--- src/rtl/sorted_stream_merge.sv ---
// Two-way streaming merge of sorted frames A and B into one sorted frame.
// Registered output; the ready for each input is combinational from state and compare.

module ssm_order_chk #(
  parameter int WIDTH = 4
) (
  input  logic             clk,
  input  logic             rstN,
  input  logic             acc,
  input  logic [WIDTH-1:0] data,
  input  logic             last,
  output logic             err
);
  logic [WIDTH-1:0] prev_q, prev_d;
  logic             has_q, has_d;

  always_comb begin
    prev_d = prev_q;
    has_d  = has_q;
    if (acc) begin
      prev_d = data;
      // The first element of the next frame must not be compared to this frame.
      has_d  = !last;
    end
  end

  assign err = acc && has_q && (data < prev_q);

  always_ff @(posedge clk or negedge rstN) begin
    if (!rstN) begin
      prev_q <= '0;
      has_q  <= 1'b0;
    end else begin
      prev_q <= prev_d;
      has_q  <= has_d;
    end
  end
endmodule

module sorted_stream_merge #(
  parameter int WIDTH = 4,
  parameter int CNT_W = 8
) (
  input  logic             clk,
  input  logic             rstN,
  input  logic [WIDTH-1:0] a_data,
  input  logic             a_valid,
  input  logic             a_last,
  output logic             a_ready,
  input  logic [WIDTH-1:0] b_data,
  input  logic             b_valid,
  input  logic             b_last,
  output logic             b_ready,
  output logic [WIDTH-1:0] out_data,
  output logic             out_valid,
  output logic             out_last,
  input  logic             out_ready,
  output logic             order_err,
  output logic [CNT_W-1:0] frame_count
);
  typedef enum logic [1:0] {MERGE, DRAIN_A, DRAIN_B} state_t;

  state_t           state_q, state_d;
  logic [WIDTH-1:0] out_data_q, out_data_d;
  logic             out_valid_q, out_valid_d;
  logic             out_last_q, out_last_d;
  logic             order_err_q, order_err_d;
  logic [CNT_W-1:0] frame_count_q, frame_count_d;
  logic             load_en, acc_a, acc_b, fc_inc;

  logic [1:0]            chk_acc, chk_last, chk_err;
  logic [1:0][WIDTH-1:0] chk_data;

  assign load_en = !out_valid_q || out_ready;
  assign acc_a   = a_valid && a_ready;
  assign acc_b   = b_valid && b_ready;
  assign fc_inc  = out_valid_q && out_ready && out_last_q;

  always_comb begin
    a_ready       = 1'b0;
    b_ready       = 1'b0;
    state_d       = state_q;
    out_data_d    = out_data_q;
    out_last_d    = out_last_q;
    out_valid_d   = out_valid_q && !out_ready;
    order_err_d   = order_err_q || (|chk_err);
    frame_count_d = frame_count_q + {{(CNT_W-1){1'b0}}, fc_inc};
    case (state_q)
      MERGE: begin
        // Both heads must be visible before either can be chosen; ties go to A.
        if (a_valid && b_valid && load_en) begin
          a_ready = (a_data <= b_data);
          b_ready = !(a_data <= b_data);
        end
      end
      DRAIN_B: b_ready = load_en;
      DRAIN_A: a_ready = load_en;
      default: ;
    endcase
    if (a_valid && a_ready) begin
      out_valid_d = 1'b1;
      out_data_d  = a_data;
      out_last_d  = (state_q == DRAIN_A) && a_last;
      if (a_last) state_d = (state_q == MERGE) ? DRAIN_B : MERGE;
    end else if (b_valid && b_ready) begin
      out_valid_d = 1'b1;
      out_data_d  = b_data;
      out_last_d  = (state_q == DRAIN_B) && b_last;
      if (b_last) state_d = (state_q == MERGE) ? DRAIN_A : MERGE;
    end
  end

  assign chk_acc  = {acc_b, acc_a};
  assign chk_last = {b_last, a_last};
  assign chk_data = {b_data, a_data};

  for (genvar s = 0; s < 2; s++) begin : g_chk
    ssm_order_chk #(.WIDTH(WIDTH)) u_chk (
      .clk  (clk),
      .rstN (rstN),
      .acc  (chk_acc[s]),
      .data (chk_data[s]),
      .last (chk_last[s]),
      .err  (chk_err[s])
    );
  end

  always_ff @(posedge clk or negedge rstN) begin
    if (!rstN) begin
      state_q       <= MERGE;
      out_data_q    <= '0;
      out_valid_q   <= 1'b0;
      out_last_q    <= 1'b0;
      order_err_q   <= 1'b0;
      frame_count_q <= '0;
    end else begin
      state_q       <= state_d;
      out_data_q    <= out_data_d;
      out_valid_q   <= out_valid_d;
      out_last_q    <= out_last_d;
      order_err_q   <= order_err_d;
      frame_count_q <= frame_count_d;
    end
  end

  assign out_data    = out_data_q;
  assign out_valid   = out_valid_q;
  assign out_last    = out_last_q;
  assign order_err   = order_err_q;
  assign frame_count = frame_count_q;
endmodule

--- config.mk ---
export PLATFORM = sky130hd
export DESIGN_NAME = sorted_stream_merge
export DESIGN_NICKNAME = d
export VERILOG_FILES = /design/src/rtl/sorted_stream_merge.sv
export SDC_FILE = /design/constraint.sdc
export NUM_CORES = 1
export LEC_CHECK = 0
export CAP_MARGIN = 20
export CORE_ASPECT_RATIO = 1.2
export CORE_MARGIN = 2
export CORE_UTILIZATION = 45
export CTS_CLUSTER_SIZE = 14
export DETAILED_ROUTE_END_ITERATION = 7
export HOLD_SLACK_MARGIN = 0.12
export PLACE_DENSITY = 0.72
export SLEW_MARGIN = 10
export SYNTH_ARGS = -nofsm -noshare
export SYNTH_HDL_FRONTEND = slang
export SYNTH_SLANG_ARGS = --single-unit
export TNS_END_PERCENT = 50
--- constraint.sdc ---
create_clock -name clk -period 2.1 [get_ports clk]
set_input_delay 0.42 -clock clk [delete_from_list [all_inputs] [get_ports clk]]
set_output_delay 0.42 -clock clk [all_outputs]
set_load 0.02 [all_outputs]
After elaboration in Yosys (flattened, before gate mapping) --
Cells that the tools add are included. Widths: inputs -> output; s select.
Word-level totals: register bits 27, input bits 15, word-level logic and storage cells 58
Operators by class: $add $sub $neg 1, order comparisons 3, equality and inequality tests 3, muxes and demuxes 16, reduce and logical (&&, ||, !) cells 25
Operators by type and width (count):
- $logic_and 1x1->1 | 13
- $mux 2 | 5
- $add 8x1->8 | 1
- $lt 4x4->1 | 2
- $mux 4 | 2
- $mux 1 | 7
- $logic_not 1->1 | 5
- $le 4x4->1 | 1
- $pmux 1 s2 | 2
- $reduce_bool 2->1 | 2
- $reduce_and 3->1 | 1
- $eq 2x1->1 const B | 1
- $eq 2x2->1 const B | 1
- $logic_not 2->1 | 1
- $logic_or 1x1->1 | 2
- $ne 2x2->1 const B | 1
- $reduce_or 2->1 | 1

Depth between registers and ports, before layout --
Gate-level depths: netlist of the first run.
depth in word-level cells 10, mapped depth 8

By module --
From an unflattened synthesis of the first run, not the netlist that was laid out.
Unflattened totals: cell total of the unflattened synthesis 150, area total of the unflattened synthesis 1554.0 um2
By module, submodules not included:
- sorted_stream_merge | instances 1, cells an instance 96, area each 978.4 um2
- ssm_order_chk | instances 2, cells an instance 27, area each 287.8 um2

Worst setup path before layout of the first run --
Ideal clock, no wire load.
kind in2out, from input port b_data[1], to output port b_ready, data arrival time 1.795 ns, required time 1.680 ns, setup slack -0.115 ns, cell stages on the path 7, buffers on the path 0, cell sequence inv_1 > ha_1 > nor2b_1 > o211ai_2 > a21oi_1 > a31oi_1 > nor3_1
On the way: longest elaborated chain between the ends 4
RTL lines:
- start: declaration | line 50 | input logic [WIDTH-1:0] b_data,
- $le 4x4->1 | line 93 | b_ready = !(a_data <= b_data);
- $logic_not 1->1 | line 93
- $mux 1 | line 91 | if (a_valid && b_valid && load_en) begin
- $pmux 1 s2 | line 88 | case (state_q)
- end: declaration | line 53 | output logic b_ready,
No other way between the ends.

Final worst setup path of the first run --
Ends and elaborated chain as after synthesis.

==> impl_metrics.tcl, run 1 <==
set metrics [dict create \
    status "finished, final reports clean" \
    synthDistinctLibCells 41 \
    drv_slew 0 \
    dpl_cell_area_sq_um 2090 \
    grt_start_max_net_pins 28 \
    dieArea_sq_um 3780 \
    via_per_inst 5.35 \
    syn_nets 165 \
    rows 22 \
    switching_share_pct 37.9 \
    fillerInstances 225 \
    hp-class "input port to async pin" \
    place_congestion 0.847 \
    hpwl_um 2850 \
    firstDrtPassIters 4 \
    synth_seq_area_share_pct 45.4 \
    overflow 0 \
    num_antenna_cells 0 \
    post-place-ws_ns -0.957 \
    clk_latency_ns 0.33 \
    cp-end-kind "output port" \
    drc 0 \
    critical_path.startpoint_type "input port" \
    cts_root_buffer "clkbuf_4" \
    drt_wl_total_um 3740 \
    reg2reg_from "state_q[0]" \
    htreeDepth 1 \
    cts.reportedPaths.clkPinSlew_ns 0.16 \
    final_cell_mix "buf_4 (37), dfrtp_1 (27), clkdlybuf4s50_1 (20)" \
    worst_slack_ns 0.0448 \
    die_w_um 56.5 \
    io_pins 32 \
    drv_cap 0 \
    track_usage_pct 20.5 \
    tns_ns 0 \
    setup_viol 0 \
    grt_pass1_wl_um 6040 \
    cts.sinks 27 \
    switchingPower_w 0.000874 \
    combinationalPowerShare_pct 53.0 \
    fin_worst_skew_ns 0.00625 \
    max-vdd-ir-drop_uv 640 \
    p_clk_share_pct 10.3 \
    p_leak_nw 1.04 \
    cts_tree "built" \
    postCtsHoldBufs 0 \
    tightest_slew_ns 0.487 \
    fin_crit_ns 2.06 \
    antenna_found_initial 0 \
    whs_ns 0.438 \
    crit_fanout 3 \
    hold_violations 0 \
    start_util_pct 47.8 \
    netlist_area_sq_um 1490 \
    drive_gt1_share_pct 38.3 \
    seq_power_share_pct 36.7 \
    synth_seq_cells 27 \
    cts_buffers 3 \
    crit_required_ns 1.68 \
    area_delta_synth_final_pct 48.8 \
    antenna_left 0 \
    portBuffers 31 \
    slew_headroom_pct 67.4 \
    fin_nets 234 \
    core_area_sq_um 3110 \
    power-per-cell-area_nw_per_um2 1040 \
    die_height_um 67.0 \
    via_count 1294 \
    cts_buffer_depth 2 \
    max_freq_mhz 487 \
    grt_pass1_vias 1350 \
    yosysWarnings 0 \
    p_int_w 0.00143 \
    wl_per_cell_um 15.5 \
    period_share_pct 97.9 \
    final_common_cell "buf_4" \
    path_class "input port to output port" \
    worstSetupStartpoint "b_data[1]" \
    arrival_ns 1.64 \
    synthCells 138 \
    first_iter_violations 23 \
    syn_avg_cell_area_sq_um 10.8 \
    final_area_sq_um 2210 \
]
-- cell usage after synthesis --
master | instances | area [sq um]
nand2_1 | 2 | 7.51
nor3b_2 | 1 | 12.5
inv_1 | 15 | 56.3
a21o_1 | 1 | 7.51
a21boi_2 | 1 | 11.3
and4_1 | 2 | 17.5
nor2b_4 | 1 | 13.8
nor2b_1 | 3 | 18.8
o21ai_2 | 1 | 8.76
buf_6 | 1 | 11.3
clkbuf_1 | 1 | 3.75
nand4_1 | 2 | 12.5
xnor2_1 | 4 | 35.0
mux2_2 | 2 | 22.5
nor4_2 | 1 | 12.5
o21ai_0 | 11 | 55.1
o31ai_1 | 3 | 22.5
a31oi_1 | 7 | 43.8
dfrtp_1 | 27 | 676
o21bai_1 | 1 | 7.51
or2_4 | 1 | 8.76
xor2_1 | 2 | 17.5
a31o_2 | 1 | 8.76
a21bo_2 | 2 | 20.0
ha_1 | 12 | 150
nand3b_1 | 4 | 30.0
a2bb2oi_1 | 1 | 8.76
a211oi_2 | 1 | 12.5
o211ai_2 | 1 | 12.5
nand3_1 | 3 | 15.0
nor3_1 | 5 | 25.0
mux2i_1 | 1 | 10.0
a21oi_1 | 4 | 20.0
nor4bb_1 | 1 | 10.0
mux2_4 | 1 | 15.0
a32o_1 | 1 | 10.0
nor2_1 | 3 | 11.3
or3_1 | 1 | 6.26
and3_1 | 3 | 18.8
o221ai_1 | 1 | 8.76
nand2b_1 | 2 | 12.5
-- layer usage --
metal  part of all wire, %  GRT usage (%)
met1                    44           25.2
met2                    52           36.5
met3                   3.6           3.30
met4                  0.61           6.55
met5                     0              0
-- cells by family after synthesis --
| group | after synthesis | share of synthesized area, % |
|---|---|---|
| fa+ha+maj | 12 | 10.1 |
| buf+inv | 17 | 4.79 |
| flops | 27 | 45.4 |
| simple gates | 35 | 15.6 |
| compound gates | 37 | 17.3 |
| mux | 4 | 3.20 |
| xor+xnor | 6 | 3.53 |
-- power by group through the flow --
stage / Clock (W) / Sequential (W) / Combinational, W
after global placement: 0 / 0.000841 / 0.00114
after CTS: 0.000241 / 0.000846 / 0.00120
final: 0.000238 / 0.000847 / 0.00122
after floorplan: 0 / 0.000943 / 0.000528
after global routing: 0.000278 / 0.000873 / 0.00133
after detailed placement: 0 / 0.000850 / 0.00118
-- layout make-up --
| class | instances | area (sq um) | area share, % |
|---|---|---|---|
| inverters | 15 | 56.3 | 2.54 |
| clock buffers | 3 | 22.5 | 1.02 |
| well taps | 36 | 45.0 | 2.04 |
| multi-input cells | 94 | 870 | 39.3 |
| clock inverters | 1 | 7.51 | 0.339 |
| repair buffers | 66 | 537 | 24.3 |
| flip-flops and latches | 27 | 676 | 30.5 |
-- state kept, by name, summed over array words and instances, names as in the netlist --
name                cells
out_last                1
g_chk.u_chk.has_q       2
order_err               1
g_chk.u_chk.prev_q      8
out_data                4
frame_count             8
out_valid               1
state_q                 2
-- stage by stage --
stage	std cells	total power, W	util [%]
CTS	242	0.00229	70.2
floorplan	138	0.00147	-
global route	242	0.00248	71.2
global placement	237	0.00198	67.1
detailed placement	237	0.00203	67.1
finish	242	0.00231	71.2
-- what timing repair did --
item | CTS | global route
setup buffers | 1 | 0
setup endpoints to repair | 17 | 5
cloned | 0 | 0
gates resized for setup | 44 | 15
pin swaps | 6 | 7
-- critical path: stages --
cell and delay [ns]:
buf_2 0.10, inv_2 0.04, ha_4 0.26, nor2b_4 0.15, o211ai_4 0.09, a21oi_4 0.18, a31oi_2 0.13, nor3_2 0.11
buf_4 0.16
-- final timing paths --
kind,to,slack (ns),cells past startpoint
worst max-delay path,b_ready,0.04,9
worst min-delay path,order_err,0.44,2
worst max register to register,out_data[3],0.22,7
worst min register to register,frame_count[7],0.49,1
max in group asynchronous,out_data[2],1.41,2
min in group clk,g_chk[0].u_chk.prev_q[0],0.48,3
Power figures use the tool's default switching activity.
==> run 2, diff against run 1 <==
- CELL_PAD_IN_SITES_DETAIL_PLACEMENT: unset -> 0
- CELL_PAD_IN_SITES_GLOBAL_PLACEMENT: unset -> 1
- CORE_UTILIZATION: 45 -> 39
- PLACE_DENSITY: 0.72 -> unset
- PLACE_DENSITY_LB_ADDON: unset -> 0.1
==> impl_metrics.tcl, run 2 (synthesized netlist as in run 1, its figures left out) <==
set metrics [dict create \
    status "finished, final reports clean" \
    grt_start_max_net_pins 28 \
    path_class "input port to output port" \
    place_congestion 0.807 \
    firstDrtPassIters 4 \
    hpwl_um 2710 \
    postCtsHoldBufs 0 \
    period_share_pct 98.4 \
    rows 24 \
    critical_path.startpoint_type "input port" \
    tightest_slew_ns 0.409 \
    slew_headroom_pct 72.6 \
    drc 0 \
    drt_wl_total_um 3480 \
    grt_pass1_vias 1248 \
    cts.reportedPaths.clkPinSlew_ns 0.08 \
    drv_cap 0 \
    portBuffers 31 \
    finish.utilization_pct 60.5 \
    dpl.cell_count 246 \
    whs_ns 0.458 \
    fin_nets 227 \
    area_delta_synth_final_pct 47.9 \
    hp-class "input port to flip-flop" \
    layout.cells.non_filler 251 \
    die_w_um 60.4 \
    wl_per_cell_um 13.8 \
    crit_fanout 3 \
    grt_pass1_wl_um 5570 \
    crit_required_ns 1.68 \
    hold_violations 0 \
    start_util_pct 40.9 \
    cp-end-kind "output port" \
    dieArea_sq_um 4330 \
    clk_latency_ns 0.27 \
    overflow 0 \
    htreeDepth 1 \
    num_antenna_cells 0 \
    arrival_ns 1.65 \
    track_usage_pct 17.0 \
    antenna_found_initial 0 \
    rsz0062_at_grt "true" \
    cts_root_buffer "clkbuf_8" \
    via_count 1270 \
    p_leak_nw 1.02 \
    die_height_um 71.7 \
    fillerInstances 314 \
    drive_gt1_share_pct 35.7 \
    max_freq_mhz 484 \
    power-per-cell-area_nw_per_um2 1050 \
    via_per_inst 5.06 \
    core_area_sq_um 3630 \
    fin_worst_skew_ns 0.00435 \
    antenna_left 0 \
    cts_buffers 3 \
    drv_slew 0 \
    final_cell_mix "buf_4 (29), dfrtp_1 (27), clkdlybuf4s50_1 (20)" \
    final_common_cell "buf_4" \
    cts_buffer_depth 2 \
    multi_input_area_sq_um 861 \
    max-vdd-ir-drop_uv 487 \
    fin_crit_ns 2.07 \
    layout.area.seq_sq_um 676 \
    cts_tree "built" \
    first_iter_violations 44 \
    setup_viol 0 \
    cts.sinks 27 \
    io_pins 32 \
]
## run 2: changes by cell type in the layout (fill, tap and decap cells not counted), sizes merged
cell | previous run | this run
clkbuf | 8 | 6
clkinvlp | 1 | 0
buf | 39 | 36
clkdlybuf4s15 | 1 | 0
## run 2: cell type report
type                            count  share of cell area, %
Multi-Input combinational cell     94                   39.1
Sequential cell                    27                   30.7
Timing Repair Buffer               59                   22.6
Tap cell                           52                   2.96
Inverter                           15                   2.56
Clock buffer                        4                   2.05
## run 2: metal layers
layer  up-vias  global-route usage (%)  wire length, um
met5         -                       0                0
met4         0                    4.44               51
met3         4                    1.62              132
met2        30                    29.7             1740
met1       609                    22.0             1550
li1        627                       -                -
## run 2: where the power goes
group	internal [W]	total [W]	switching, W
registers	0.000720	0.000843	0.000122
logic	0.000614	0.00117	0.000556
clock network	0.000136	0.000289	0.000153
## run 2: what timing repair did
action | 4_1_cts | 5_1_grt
pin swaps | 8 | 10
buffers inserted | 1 | 0
endpoints found under the setup margin | 18 | 10
resized for setup | 51 | 12
## run 2: worst paths after layout
| kind | from | endpoint | depth (start not counted) | slack [ns] |
|---|---|---|---|---|
| min | a_data[0] | g_chk[0].u_chk.prev_q[0] | 3 | 0.46 |
| min in group asynchronous | rstN | frame_count[7] | 2 | 0.52 |
| min reg2reg | frame_count[7] | frame_count[7] | 1 | 0.47 |
| max | b_data[1] | a_ready | 9 | 0.03 |
| max reg2reg | out_valid | out_last | 7 | 0.30 |
| max in group asynchronous | rstN | order_err | 2 | 1.33 |
## run 2: critical path: stages
cell and delay (ns):
buf_6 0.09, inv_2 0.06, ha_4 0.21, nor2b_4 0.13
o211ai_4 0.19, a21oi_4 0.09, buf_4 0.15, o21bai_1 0.14
buf_4 0.16
## run 2: per-stage QoR
step	cell area (sq um)	setup slack (ns)	TNS, ns	power, W
after detailed placement	2070	-0.932	-10.58	0.00199
after floorplan	1490	0.0447	0	0.00147
after global placement	2070	-0.865	-9.73	0.00196
after global routing	2200	-0.0249	-0.0249	0.00247
final	2200	0.0343	0	0.00230
after CTS	2180	0.00354	0	0.00231
